===== src/rtl/window_scan_ctrl.sv =====
// Window scan controller: steps a WIN x WIN window over the frame buffer, tags returning pixels
// and collects classifier verdicts. Optional macro EARLY_REJECT_EN enables cascade early exit.
module window_scan_ctrl #(
   parameter int IMG_W  = 160,
   parameter int IMG_H  = 120,
   parameter int WIN    = 24,
   parameter int STEP   = 4,
   parameter int RD_LAT = 2,
   parameter int ADDR_W = 15
) (
   input  logic              clk,
   input  logic              rst,
   input  logic              detect_en,
   output logic [ADDR_W-1:0] rd_addr,
   output logic              pix_valid,
   output logic              pix_first,
   output logic              pix_last,
   input  logic              cls_done,
   input  logic              cls_face,
   output logic              face_valid,
   output logic [7:0]        face_x,
   output logic [6:0]        face_y,
   output logic [9:0]        face_count,
   output logic              busy,
   output logic              detect_done
);
   localparam int                CW        = $clog2(WIN);
   localparam logic [CW-1:0]     WIN_LAST  = CW'(WIN - 1);
   localparam logic [8:0]        X_LIM     = 9'(IMG_W - WIN);
   localparam logic [7:0]        Y_LIM     = 8'(IMG_H - WIN);
   localparam logic [ADDR_W-1:0] ROW_INC   = ADDR_W'(IMG_W);
   localparam logic [ADDR_W-1:0] YSTEP_INC = ADDR_W'(IMG_W * STEP);

   typedef enum logic [2:0] {
      IDLE     = 3'd0,
      FETCH    = 3'd1,
      WAIT_CLS = 3'd2,
      NEXT     = 3'd3,
      DONE     = 3'd4
   } state_t;

   state_t            state_r, state_s;
   logic [CW-1:0]     row_r, col_r;
   logic [ADDR_W-1:0] row_base_r, y_base_r, rd_addr_r;
   logic [7:0]        win_x_r, face_x_r;
   logic [6:0]        win_y_r, face_y_r;
   logic [9:0]        face_count_r;
   logic              issue_r, first_r, last_r;
   logic              face_valid_r, detect_done_r, busy_r;
   logic [2:0]        dly_r [RD_LAT];
   logic              issue_s, flush_s, start_s, verdict_s;
   logic              first_pix_s, last_pix_s, x_more_s, y_more_s;

   assign first_pix_s = (row_r == '0) && (col_r == '0);
   assign last_pix_s  = (row_r == WIN_LAST) && (col_r == WIN_LAST);
   assign x_more_s    = ({1'b0, win_x_r} + 9'(STEP)) <= X_LIM;
   assign y_more_s    = ({1'b0, win_y_r} + 8'(STEP)) <= Y_LIM;

   // Next-state decode and per-cycle control strobes
   always_comb begin
      state_s   = state_r;
      issue_s   = 1'b0;
      flush_s   = 1'b0;
      start_s   = 1'b0;
      verdict_s = 1'b0;
      case (state_r)
         IDLE: begin
            if (detect_en) begin
               state_s = FETCH;
               start_s = 1'b1;
            end else begin
               state_s = IDLE;
            end
         end
         FETCH: begin
            if (!detect_en) begin
               state_s = IDLE;
               flush_s = 1'b1;
`ifdef EARLY_REJECT_EN
            end else if (cls_done && !cls_face) begin
               state_s = NEXT;
               flush_s = 1'b1;
`endif
            end else begin
               issue_s = 1'b1;
               if (last_pix_s) begin
                  state_s = WAIT_CLS;
               end else begin
                  state_s = FETCH;
               end
            end
         end
         WAIT_CLS: begin
            if (!detect_en) begin
               state_s = IDLE;
               flush_s = 1'b1;
            end else if (cls_done) begin
               state_s   = NEXT;
               verdict_s = 1'b1;
            end else begin
               state_s = WAIT_CLS;
            end
         end
         NEXT: begin
            if (!detect_en) begin
               state_s = IDLE;
               flush_s = 1'b1;
            end else if (x_more_s || y_more_s) begin
               state_s = FETCH;
            end else begin
               state_s = DONE;
            end
         end
         DONE: begin
            if (!detect_en) begin
               state_s = IDLE;
            end else begin
               state_s = DONE;
            end
         end
         default: begin
            state_s = IDLE;
            flush_s = 1'b1;
         end
      endcase
   end

   // State, address walk, window origin and verdict bookkeeping
   always_ff @(posedge clk) begin
      if (rst) begin
         state_r       <= IDLE;
         busy_r        <= 1'b0;
         detect_done_r <= 1'b0;
         face_valid_r  <= 1'b0;
         issue_r       <= 1'b0;
         first_r       <= 1'b0;
         last_r        <= 1'b0;
         rd_addr_r     <= '0;
         row_r         <= '0;
         col_r         <= '0;
         row_base_r    <= '0;
         y_base_r      <= '0;
         win_x_r       <= 8'd0;
         win_y_r       <= 7'd0;
         face_x_r      <= 8'd0;
         face_y_r      <= 7'd0;
         face_count_r  <= 10'd0;
      end else begin
         state_r       <= state_s;
         busy_r        <= (state_s != IDLE);
         detect_done_r <= (state_r == NEXT) && (state_s == DONE);
         face_valid_r  <= verdict_s & cls_face;
         issue_r       <= issue_s;
         first_r       <= issue_s & first_pix_s;
         last_r        <= issue_s & last_pix_s;
         if (issue_s) begin
            rd_addr_r <= y_base_r + row_base_r + ADDR_W'(win_x_r) + ADDR_W'(col_r);
         end
         if (start_s) begin
            win_x_r      <= 8'd0;
            win_y_r      <= 7'd0;
            y_base_r     <= '0;
            row_r        <= '0;
            col_r        <= '0;
            row_base_r   <= '0;
            face_count_r <= 10'd0;
         end else if (issue_s) begin
            // row_base advances by one image row per window row: additions only
            if (col_r == WIN_LAST) begin
               col_r      <= '0;
               row_r      <= row_r + CW'(1);
               row_base_r <= row_base_r + ROW_INC;
            end else begin
               col_r <= col_r + CW'(1);
            end
         end else if (state_r == NEXT) begin
            row_r      <= '0;
            col_r      <= '0;
            row_base_r <= '0;
            if (x_more_s) begin
               win_x_r <= win_x_r + 8'(STEP);
            end else begin
               win_x_r <= 8'd0;
               if (y_more_s) begin
                  win_y_r  <= win_y_r + 7'(STEP);
                  y_base_r <= y_base_r + YSTEP_INC;
               end
            end
         end else if (verdict_s && cls_face) begin
            face_x_r <= win_x_r;
            face_y_r <= win_y_r;
            if (face_count_r != 10'h3ff) begin
               face_count_r <= face_count_r + 10'd1;
            end
         end
      end
   end

   // Pixel tag delay line matching the frame-buffer read latency
   always_ff @(posedge clk) begin
      if (rst || flush_s) begin
         for (int k = 0; k < RD_LAT; k++) dly_r[k] <= 3'b000;
      end else begin
         dly_r[0] <= {issue_r, first_r, last_r};
         for (int k = 1; k < RD_LAT; k++) dly_r[k] <= dly_r[k-1];
      end
   end

   assign rd_addr     = rd_addr_r;
   assign pix_valid   = dly_r[RD_LAT-1][2];
   assign pix_first   = dly_r[RD_LAT-1][1];
   assign pix_last    = dly_r[RD_LAT-1][0];
   assign face_valid  = face_valid_r;
   assign face_x      = face_x_r;
   assign face_y      = face_y_r;
   assign face_count  = face_count_r;
   assign busy        = busy_r;
   assign detect_done = detect_done_r;
endmodule


===== config.mk =====
export PLATFORM = sky130hd
export DESIGN_NAME = window_scan_ctrl
export DESIGN_NICKNAME = d
export VERILOG_FILES = /design/src/rtl/window_scan_ctrl.sv
export SDC_FILE = /design/constraint.sdc
export NUM_CORES = 1
export LEC_CHECK = 0
export CAP_MARGIN = 20
export CORE_MARGIN = 2
export CORE_UTILIZATION = 50
export CTS_BUF_LIST = sky130_fd_sc_hd__clkbuf_8
export CTS_CLUSTER_SIZE = 8
export DETAILED_ROUTE_END_ITERATION = 10
export PLACE_DENSITY = 0.74
export SYNTH_ARGS = -nofsm -noshare
export SYNTH_HDL_FRONTEND = slang
export SYNTH_SLANG_ARGS = --single-unit
export TNS_END_PERCENT = 50

===== constraint.sdc =====
create_clock -name clk -period 5.6 [get_ports clk]
set_clock_uncertainty 0.15 [all_clocks]
set_input_delay 1.68 -clock clk [delete_from_list [all_inputs] [get_ports clk]]
set_output_delay 1.68 -clock clk [all_outputs]
set_load 0.03 [all_outputs]

==> flow_metrics.py <==
metrics = {
    "status": {
        "status": "finished, final reports clean",
    },
    "worst_setup_path": {
        "start_kind": "primary input",
        "crit_fanout": 14,
        "worstSetupPathType": "primary input to flip-flop",
        "critPathMaxStageDelay_ns": 0.61,
        "endpoint_kind": "flip-flop",
        "critPathRequiredTime_ns": 5.68,
        "path_delay_family": "simple AND/OR/NAND/NOR gates",
        "critPathBufInv": 1,
        "crit_slowest_cell": "or3_1",
        "cp_cell_sequence": "clkdlybuf4s50_1 -> nand2b_1 -> or3_1 -> nor3_2 -> nand2_1 -> xnor2_1 -> nor2_1",
        "arrival_ns": 3.69,
    },
    "yosys": {
        "synth_top_area_share_pct": 39.3,
        "yosys.area.top_type": "dfxtp_1",
        "synth_enable_flop_cells": 0,
        "avgSynthCellArea_um2": 8.42,
        "synth_flop_cell": "dfxtp_1",
        "async_flop_share_pct": 0,
        "synth_area_mm2": 0.00459,
        "ys_seq_area_share_pct": 39.3,
        "synthTopCellsByArea": "dfxtp_1, ha_1, a21oi_1",
        "synth_cells": 545,
        "synth_cell_types": 63,
        "ys_ff_latch": 90,
        "synth_warnings": 0,
    },
    "sta": {
        "layout_min_cycle_time_ns": 3.61,
        "rsz0062_at_grt": "false",
        "finalSetupViolations": 0,
        "slew_headroom_pct": 45.9,
        "finalMaxSlewViolations": 0,
        "finalHoldViolations": 0,
        "setup_tns_ns": 0,
        "fmaxAchievable_mhz": 277,
        "worst_pin_slew_ns": 0.811,
        "fin_crit_sh_pct": 64.4,
    },
    "clock_network": {
        "htreeDepth": 3,
        "cts_tree": "yes",
        "clkLatencyLatePin_ns": 0.36,
        "path_clk_slew_ns": 0.09,
        "cts.repair.resized": 0,
        "cts_sinks": 90,
        "cts_inserted_buffers": 9,
        "root_buffer": "clkbuf_8",
        "post_cts_buffers": 0,
        "cts_buffer_depth": 2,
        "cts_hold_buf": 0,
    },
    "global_routing": {
        "overflow": 0,
        "antenna_found_initial": 0,
        "grt_pass1_wl_mm": 16.2,
        "grt_usage_pct": 19.6,
        "grt_start_max_net_pins": 35,
        "grt_pass1_vias": 3533,
    },
    "hold_path": {
        "hold_path_class": "flip-flop to flip-flop",
    },
    "floorplan": {
        "die_h_um": 99.8,
        "ios": 51,
        "die_w_um": 99.8,
        "rows": 34,
        "start_util_pct": 52.1,
        "coreArea_mm2": 0.00881,
        "dieArea_mm2": 0.00996,
    },
    "route": {
        "totalWireLength_mm": 9.50,
        "antenna_left": 0,
        "wl_per_cell_um": 13.6,
        "vias_per_cell": 5.57,
        "dr_total_vias": 3908,
        "drt-initial-drc-count": 150,
        "drtPass1Iterations": 4,
        "drc_errors": 0,
    },
    "final_layout": {
        "antenna_cells": 0,
        "drive_gt1_share_pct": 4.55,
        "fill_cells": 819,
        "final_common_cell": "dfxtp_1",
        "stdcell_area_mm2": 0.00532,
        "final_nets": 629,
        "area_growth_pct": 15.9,
        "layout_common_cells": "dfxtp_1, nand2_1, nor2_1, a21oi_1, clkdlybuf4s50_1",
    },
    "job": {
        "maxCapViolations": 0,
    },
    "placement": {
        "gp_congestion": 0.877,
        "dp.final_hpwl_mm": 6.90,
        "placed_area_mm2": 0.00512,
        "numPortBuffers": 46,
    },
    "power": {
        "powerDensity_mw_per_mm2": 212,
        "leakagePower_nw": 2.03,
        "ir_worst_vdd_mv": 0.109,
    },
}
[synth_stat cells, drive strengths merged, types with 2 or more instances]
cell type / count
a211o: 2
a211oi: 4
a21boi: 3
a21o: 5
a21oi: 54
a22oi: 2
a32oi: 2
and2: 7
and3: 5
and3b: 2
buf: 9
clkbuf: 14
conb: 2
dfxtp: 90
fa: 2
ha: 34
inv: 15
mux2i: 5
nand2: 64
nand2b: 9
nand3: 21
nand3b: 2
nand4: 6
nand4b: 2
nor2: 60
nor2b: 4
nor3: 6
nor4: 5
o2111a: 2
o211ai: 3
o21a: 2
o21ai: 34
or3: 19
xnor2: 16
xor2: 15
[worst register-to-register path: cells and delay by family (launching register included)]
kind,cells,cell delay (ns)
adder cells (fa/ha/maj),2,0.85
AO/OA/AOI/OAI,5,0.97
flip-flops,1,0.47
XOR/XNOR,1,0.18
[layout make-up]
type	instances	area [um2]	area share, %
multi-input combinational	422	2640	49.6
sequential	90	1800	33.9
timing repair buffer	50	490	9.23
tap	108	135	2.54
clock buffer	9	124	2.33
clock inverter	7	68.8	1.29
inverter	15	56.3	1.06
[sequential cells by signal, indices dropped and copies added, names as in the netlist, 3 cells and up]
name / count
col_r: 5
dly_r: 6
face_count: 10
face_x: 6
face_y: 5
rd_addr: 15
row_base_r: 10
row_r: 5
state_r: 3
win_x_r: 6
win_y_r: 5
y_base_r: 8
[power breakdown]
group          internal [W]  total [W]  switching [W]
Clock              0.000206   0.000440       0.000234
Combinational     0.0000121  0.0000409      0.0000288
Sequential         0.000642   0.000644     0.00000176
[kinds of logic (layout without fill, tap and decap cells)]
family / after synthesis / in the layout / share of synthesized area [%]
buffers and inverters: 38 / 81 / 3.74
adders and majority gates: 36 / 36 / 10.1
and+or+nand+nor: 217 / 217 / 22.9
other: 2 / 7 / 0.164
AOI/OAI and AO/OA: 125 / 125 / 16.5
muxes: 6 / 6 / 1.34
xor gates and xnor gates: 31 / 31 / 5.92
DFF: 90 / 90 / 39.3
[path summary, 6_finish.rpt]
| kind | startpoint | to | slack (ns) | depth (start not counted) |
|---|---|---|---|---|
| setup / recovery | detect_en | face_count[7] | 1.99 | 7 |
| hold / removal | last_r | dly_r[0][0] | 0.28 | 1 |
| setup reg to reg | win_x_r[7] | rd_addr[14] | 2.85 | 8 |
| hold reg to reg | last_r | dly_r[0][0] | 0.28 | 1 |
[metal layers]
| layer | GRT usage [%] | routed length [um] |
|---|---|---|
| met4 | 5.16 | 87 |
| met5 | 0 | 0 |
| met3 | 4.32 | 358 |
| met2 | 33.3 | 4630 |
| met1 | 25.5 | 4420 |
[stage by stage]
step | hold WS [ns] | total power, W | cells | util (%) | worst slack, ns
after global routing | 0.302 | 0.00117 | 701 | 60.4 | 1.85
after CTS | 0.283 | 0.00114 | 701 | 60.4 | 2.01
after floorplan | 0.256 | 0.000688 | 550 | - | 2.47
after global placement | 0.258 | 0.000699 | 685 | 58.2 | 1.70
after detailed placement | 0.261 | 0.000700 | 685 | 58.2 | 1.62
final | 0.280 | 0.00113 | 701 | 60.4 | 1.99
Note: power is estimated with default switching activity, not from simulation.
